<file path="src/rtl/nv_ram_rws_16x256_fifo_ctrl.sv">
// Valid/ready FIFO controller driving one external 16x256 read/write-separate RAM,
// with a 2-entry output skid so rd_pd holds steady under backpressure.
module nv_ram_rws_16x256_fifo_ctrl #(
  parameter int DW = 256,
  parameter int AW = 4
) (
  input  logic          clk,
  input  logic          reset,
  input  logic          wr_pvld,
  output logic          wr_prdy,
  input  logic [DW-1:0] wr_pd,
  output logic          rd_pvld,
  input  logic          rd_prdy,
  output logic [DW-1:0] rd_pd,
  output logic [AW-1:0] ram_wa,
  output logic          ram_we,
  output logic [DW-1:0] ram_di,
  output logic [AW-1:0] ram_ra,
  output logic          ram_re,
  input  logic [DW-1:0] ram_dout,
  output logic [4:0]    fifo_cnt
);

  localparam logic [AW:0] RAM_FULL = (AW+1)'(1 << AW);

  logic [AW-1:0] wr_ptr_reg;
  logic [AW-1:0] rd_ptr_reg;
  logic [AW:0]   ram_cnt_reg;
  logic          rd_pend_reg;
  logic [1:0]    skid_cnt_reg;
  logic          skid_rp_reg;
  logic          skid_wp_reg;
  logic [DW-1:0] skid_mem_reg [2];

  logic          push;
  logic          pop;
  logic          issue;
  logic [2:0]    skid_claim;
  logic [1:0]    skid_we;

  assign wr_prdy = !reset && (ram_cnt_reg != RAM_FULL);
  assign push    = wr_pvld && wr_prdy;
  assign rd_pvld = (skid_cnt_reg != 2'd0);
  assign pop     = rd_pvld && rd_prdy;

  // Skid slots already spoken for next cycle: held entries plus the read in flight,
  // minus whatever leaves this cycle. Issuing only below 2 keeps the skid from overflowing.
  assign skid_claim = {1'b0, skid_cnt_reg} + {2'b00, rd_pend_reg} - {2'b00, pop};
  assign issue      = !reset && (ram_cnt_reg != '0) && (skid_claim < 3'd2);

  assign ram_we = push;
  assign ram_wa = wr_ptr_reg;
  assign ram_di = wr_pd;
  assign ram_re = issue;
  assign ram_ra = rd_ptr_reg;

  assign rd_pd    = skid_mem_reg[skid_rp_reg];
  assign fifo_cnt = 5'(ram_cnt_reg) + {4'b0000, rd_pend_reg} + {3'b000, skid_cnt_reg};

  // A read in flight during reset is dropped rather than captured.
  generate
    for (genvar gi = 0; gi < 2; gi++) begin : g_skid_we
      assign skid_we[gi] = !reset && rd_pend_reg && (skid_wp_reg == 1'(gi));
    end
  endgenerate

  always_ff @(posedge clk) begin
    for (int i = 0; i < 2; i++) begin
      if (skid_we[i]) skid_mem_reg[i] <= ram_dout;
    end
  end

  always_ff @(posedge clk) begin
    if (reset) begin
      wr_ptr_reg   <= '0;
      rd_ptr_reg   <= '0;
      ram_cnt_reg  <= '0;
      rd_pend_reg  <= 1'b0;
      skid_cnt_reg <= 2'd0;
      skid_rp_reg  <= 1'b0;
      skid_wp_reg  <= 1'b0;
    end else begin
      if (push)  wr_ptr_reg <= wr_ptr_reg + 1'b1;
      if (issue) rd_ptr_reg <= rd_ptr_reg + 1'b1;
      ram_cnt_reg  <= ram_cnt_reg + (AW+1)'(push) - (AW+1)'(issue);
      rd_pend_reg  <= issue;
      skid_cnt_reg <= skid_cnt_reg + {1'b0, rd_pend_reg} - {1'b0, pop};
      if (rd_pend_reg) skid_wp_reg <= ~skid_wp_reg;
      if (pop)         skid_rp_reg <= ~skid_rp_reg;
    end
  end

endmodule

</file>
<file path="config.mk">
export PLATFORM = sky130hd
export DESIGN_NAME = nv_ram_rws_16x256_fifo_ctrl
export DESIGN_NICKNAME = d
export VERILOG_FILES = /design/src/rtl/nv_ram_rws_16x256_fifo_ctrl.sv
export SDC_FILE = /design/constraint.sdc
export NUM_CORES = 1
export LEC_CHECK = 0
export ABC_CLOCK_PERIOD_IN_PS = 44000
export CAP_MARGIN = 0
export CORE_AREA = 4 4 403 405
export CTS_BUF_LIST = sky130_fd_sc_hd__clkbuf_4 sky130_fd_sc_hd__clkbuf_8
export CTS_CLUSTER_DIAMETER = 100
export DETAILED_ROUTE_END_ITERATION = 10
export DIE_AREA = 0 0 407 409
export HOLD_SLACK_MARGIN = 0.12
export PLACE_DENSITY = 0.45
export SYNTH_ARGS = -nofsm -noshare
export SYNTH_HDL_FRONTEND = slang
export SYNTH_SLANG_ARGS = --single-unit
</file>
<file path="constraint.sdc">
create_clock -name clk -period 44 [get_ports clk]
set_clock_uncertainty 0.1 [all_clocks]
set_input_delay 8.8 -clock clk [delete_from_list [all_inputs] [get_ports clk]]
set_output_delay 8.8 -clock clk [all_outputs]
set_load 0.02 [all_outputs]
</file>
Word-level counts from Yosys, hierarchy flattened

Memories as Yosys holds them, arrays and structs flattened. A register that Yosys moved wholly into a read port is not among the register bits.
Index checks and enable logic that the tools add are counted.

Flip-flop bits (word level): 18
RAM bits: 512
Input port bits: 516
Memories: 1
Output and inout bits: 529
Word-level logic and storage cells: 43

Magnitude comparators: 1
Mux-type cells: 9
Reduce and logical (&&, ||, !) cells: 12
Bitwise operators: 2
Add/sub/neg operators: 10
Equality and inequality tests: 1

Memories:

| name         | words | bits a word | rd ports | clocked after Yosys merged registers in | write ports | RTL line | source |
|---|---|---|---|---|---|---|---|
| skid_mem_reg | 2     | 256         | 1        | 1                                       | 1           | 33       | `logic [DW-1:0] skid_mem_reg [2];` |

Operators with widths:

| operator            | number |
|---|---|
| $mux 256            | 1 |
| $reduce_or 256->1   | 1 |
| $add 5x1->5         | 2 |
| $add 4x1->4 const B | 2 |
| $logic_and 1x1->1   | 8 |
| $mux 1              | 8 |
| $add 5x2->5         | 1 |
| $ne 5x5->1 const B  | 1 |
| $reduce_bool 5->1   | 1 |
| $sub 5x1->5         | 1 |
| $add 2x1->3         | 1 |
| $lt 3x2->1 const B  | 1 |
| $sub 3x1->3         | 1 |
| $add 2x1->2         | 1 |
| $not 1->1           | 2 |
| $reduce_bool 2->1   | 1 |
| $sub 2x1->2         | 1 |
| $logic_not 1->1     | 1 |

Longest topological paths before layout

Depth after elaboration: 7
Gate-level depth with buffers: 14

Least setup slack after synthesis

OpenSTA, ideal clock, no wires.

Path type: input -> register
Start point: input reset
End point: memory skid_mem_reg[1][0], enable pin
Required time: 42.661 ns
Data arrival time: 27.549 ns
Path slack: 15.112 ns
Stages on the path: 2
Buffers on the path: 1
Cells stage by stage: clkbuf_1 -> nor3b_1

Cells in the longest elaborated chain, start to end: 7
Elaborated cells on any way between the ends: 11
Classes of those cells: mux (6); reduce/logical (5)

RTL lines:

| element                           | RTL line | source |
|---|---|---|
| start, declared                   | 8        | `input logic reset,` |
| $logic_not 1->1 *                 | 63       | `assign skid_we[gi] = !reset && rd_pend_reg && (skid_wp_reg == 1'(gi));` |
| $logic_and 1x1->1 * (2 in series) | 63       |  |
| named net skid_we[1]              | 39       | `logic [1:0] skid_we;` |
| $mux 1 *                          | 69       | `if (skid_we[i]) skid_mem_reg[i] <= ram_dout;` |
| $mux 1 (implied by the code) *    | 69       |  |
| $reduce_or 256->1 (no line)       | -        |  |
| $mux 1 (no line)                  | -        |  |
| end, declared                     | 33       |  |

Mark *: on every way through the listed nets, which the timed path passes. The rest lies on a longest branch.

Final worst setup path

Start point: input rd_prdy
End point: output ram_re

Cells in the longest elaborated chain, start to end: 4

RTL lines:

| element                 | RTL line | source |
|---|---|---|
| start, declared         | 13       | `input logic rd_prdy,` |
| $logic_and 1x1->1       | 44       | `assign pop = rd_pvld && rd_prdy;` |
| named net pop           | 36       | `logic pop;` |
| $sub 3x1->3             | 48       | `assign skid_claim = {1'b0, skid_cnt_reg} + {2'b00, rd_pend_reg} - {2'b00, pop};` |
| named net skid_claim[1] | 38       | `logic [2:0] skid_claim;` |
| $lt 3x2->1              | 49       | `assign issue = !reset && (ram_cnt_reg != '0) && (skid_claim < 3'd2);` |
| $logic_and 1x1->1       | 49       |  |
| end, declared           | 19       | `output logic ram_re,` |

The timed path passes the listed nets, and every way through them passes these cells.

==> summary.md <==
| Metric | Value |
|---|---|
| Sequential element share of the synthesized area | 0.734 |
| Total CTS buffers | 98 |
| Violation count after the first detailed-route iteration | about 470 |
| Largest stage delay, worst path | 710 ps |
| Worst setup path class | input port to output port |
| Total of max-cap violations | 0 |
| Post-synthesis area per instance | about 18 um2 |
| Sw frac | 0.298 |
| Die Wd | 407 um |
| Ports | approximately 1000 |
| Setup crit end kind | output port |
| Fmax | slightly below 50 MHz |
| Remaining DRCs | 0 |
| Most area-consuming cells after synthesis | sky130_fd_sc_hd__edfxtp_1, sky130_fd_sc_hd__mux2_2, sky130_fd_sc_hd__buf_4, sky130_fd_sc_hd__dfxtp_1, sky130_fd_sc_hd__ha_1 |
| Growth of design area from synthesis to finish | 37.4% |
| Top-area cell type share of the netlist area | 0.716 |
| Drt total wl | between 90000 and 100000 um |
| Overall die height | between 400 and 500 um |
| Number of buffers inserted by post-CTS setup repair | 0 |
| RSZ-0062 raised after global routing | false |
| Worst min path class | flop to flop |
| Synth unique cells | 34 |
| Final setup violating endpoints | 0 |
| Critical path launch point type | input port |
| Clock root cell | sky130_fd_sc_hd__clkbuf_8 |
| GRT Util Overall | 0.104 |
| Number of nets in the layout | between 2000 and 2500 |
| Post-synthesis cell count | 1175 |
| Most crowded layer after global routing | met2 |
| Maximum clock insertion buffer count | 3 |
| Total internal power | between 1 and 1.5 mW |
| Highest-delay cell along the critical path | sky130_fd_sc_hd__clkdlybuf4s50_1 |
| Share of post-route cells with drive strength above 1 | 0.268 |
| Worst Max-Slew Pin Slew | 1080 ps |
| Number of antenna violations at the first check in global routing | 16 |
| Power density over the cells | roughly 53 nW/um2 |
| Via count of the first global-routing pass | about 13000 |
| Number of levels the H-tree was split into | 3 |
| HPWL after detailed placement | 72900 um |
| DR pass1 iterations | 6 |
| Largest driver fanout on the critical path | 6 |
| Relative slew slack | 0.280 |
| Worst Path Arrival | between 10000 and 15000 ps |
| Clock period minus final worst setup slack | 20440 ps |
| Antenna-violating nets left | 0 |
| Switching power | ~0.47 mW |
| Cell type with the largest total area after synthesis | sky130_fd_sc_hd__edfxtp_1 |
| Clock network power share | 0.313 |
| Area after detailed placement | 27400 um2 |
| Initial core utilization | 0.136 |
| Core area | between 150000 and 200000 um2 |
| I/O Buffers | 532 |
| Crit path required time | approximately 35000 ps |
| Total number of yosys warnings | 0 |
| Row count | approximately 150 |
| Met3 track demand over resource in global routing | 0.116 |
| Post-synth net total | between 1500 and 2000 |
| Via/cell ratio | about 3.1 |
| Final Cell Area | approximately 29000 um2 |
| Leakage power of the design | 9.29 nW |
| Gate power share | 0.291 |
| CTS tree | built |
| Count of placed standard cells in the final layout, fillers left out | roughly 3700 |
| Total of hold buffers inserted after clock tree synthesis | 0 |
| Overall via count from detail_route | around 11000 |
| Post-cts gate resize count | 0 |
| Clock-pin slew on the worst setup and hold paths | 60 ps |
| Met2 routing resource usage after global routing | 0.172 |
| Share of the clock period used by the worst path | 0.464 |
| Critical Path, Cell by Cell | clkdlybuf4s50_1, o21a_1, ha_1, inv_1, ha_1, fa_1, nor4_1, clkdlybuf4s50_1 |
| Result of the run | complete, no violations |
| DIE AREA | around 170000 um2 |
| Remaining Overflow, GRT | 0 |
| Global-route wire length before repair | between 100000 and 150000 um |
| Sequential power share | 0.396 |
| DP Cell Count | between 3000 and 4000 |
| Largest net degree at the start of global routing | between 100 and 150 |
| Mapped cell area | about 21000 um2 |
| Count of final hold-check violations | 0 |
| Yosys reg bits | 531 |
| Final GP Congestion | approximately 0.77 |
| GRT met1 Usage | 0.0698 |
| Number of max-slew violations in the final report | 0 |
| WL/cell | 24.7 um |
| Setup TNS Final | 0 ps |
| Clock latency reported for the late side of the worst-skew pair | between 700 and 800 ps |
| Flip-flop count of the largest register, all copies and words added | 512 |
| Worst vdd ir | around 37 uV |
| CTS sink count | 531 |
[Yosys cell counts, drive strengths merged]
master and count:
ha 12, nor2 11, o21a 1, nor4b 2
a21o 2, nand3 4, nor2b 9, o31ai 1
xnor2 6, mux2 261, nand2b 3, clkbuf 5
mux2i 1, nor4 3, and4bb 1, or4 1
edfxtp 512, nand2 2, nand4bb 1, o21bai 1
fa 4, nor3 3, xor2 2, o21ai 3
nor3b 1, a2111oi 1, buf 282, dfxtp 19
inv 15, or3 1, a21oi 5
[logic make-up (layout without fill, tap and decap cells)]
family	Yosys count	count (layout)	share of synthesized area
AOI/OAI and AO/OA	14	14	0.00402
xor gates and xnor gates	8	8	0.00326
adders and majority gates	16	16	0.0107
buffers and inverters	302	740	0.0991
DFF	531	531	0.734
muxes	262	262	0.137
other	0	2	0
and+or+nand+nor	42	42	0.0117
[cell type report]
class                      count  area (um2)
clock buffer                 135        1650
fill                       16881      129000
multi-input combinational    342        3600
tap                         2072        2590
inverter                      15        56.3
sequential                   531       15800
antenna                        2        5.00
timing repair buffer         545        5440
clock inverter                45         400
[per-stage QoR]
stage / hold WS, ps / worst slack [ps] / util / power, mW
CTS: 425 / 23530 / 0.186 / 1.61
floorplan: 381 / 15110 / - / 0.935
detailed placement: 416 / 23520 / 0.173 / 1.10
global route: 463 / 23440 / 0.186 / 1.65
finish: 422 / 23560 / 0.186 / 1.57
global placement: 370 / 23510 / 0.173 / 1.09
[metal layers]
metal  wire length [um]  vias to the layer above
li1                   -                     4877
met1              22200                     5405
met2              42800                      944
met3              22000                      178
met4               3880                       18
met5                293                        -
[final timing paths]
path / slack (ps) / endpoint / start / depth (start not counted)
max: 23560 / ram_re / rd_prdy / 8
min: 420 / ram_ra[1] / ram_ra[1] / 2
max reg2reg: 40090 / ram_cnt_reg[4] / skid_cnt_reg[1] / 13
min reg2reg: 420 / ram_ra[1] / ram_ra[1] / 2
[layout by cell type (no fill, tap or decap), drive strengths merged, types with 3 or more instances in the layout]
cell	instances
nand2b	3
buf	13
nor4	3
clkdlybuf4s50	532
a21oi	5
edfxtp	512
ha	12
nor3	3
clkbuf	135
fa	4
o21ai	3
nand3	4
nor2	11
clkinv	33
inv	17
clkinvlp	4
xnor2	6
bufinv	6
nor2b	9
dfxtp	19
mux2	261
[power by group through the flow]
stage / registers, mW / logic, mW / clock network, mW
6_report: 0.622 / 0.458 / 0.492
3_5_place_dp: 0.634 / 0.466 / 0
5_1_grt: 0.627 / 0.489 / 0.538
2_1_floorplan: 0.651 / 0.284 / 0
4_1_cts: 0.623 / 0.470 / 0.518
3_3_place_gp: 0.632 / 0.463 / 0
[worst max-delay path: cells and delay by family]
kind | cells | cell delay (ps)
buffers and inverters | 3 | 1170
adder cells (fa/ha/maj) | 3 | 980
AND/OR/NAND/NOR | 1 | 450
AO/OA/AOI/OAI | 1 | 140
(Power assumes the default switching activity.)
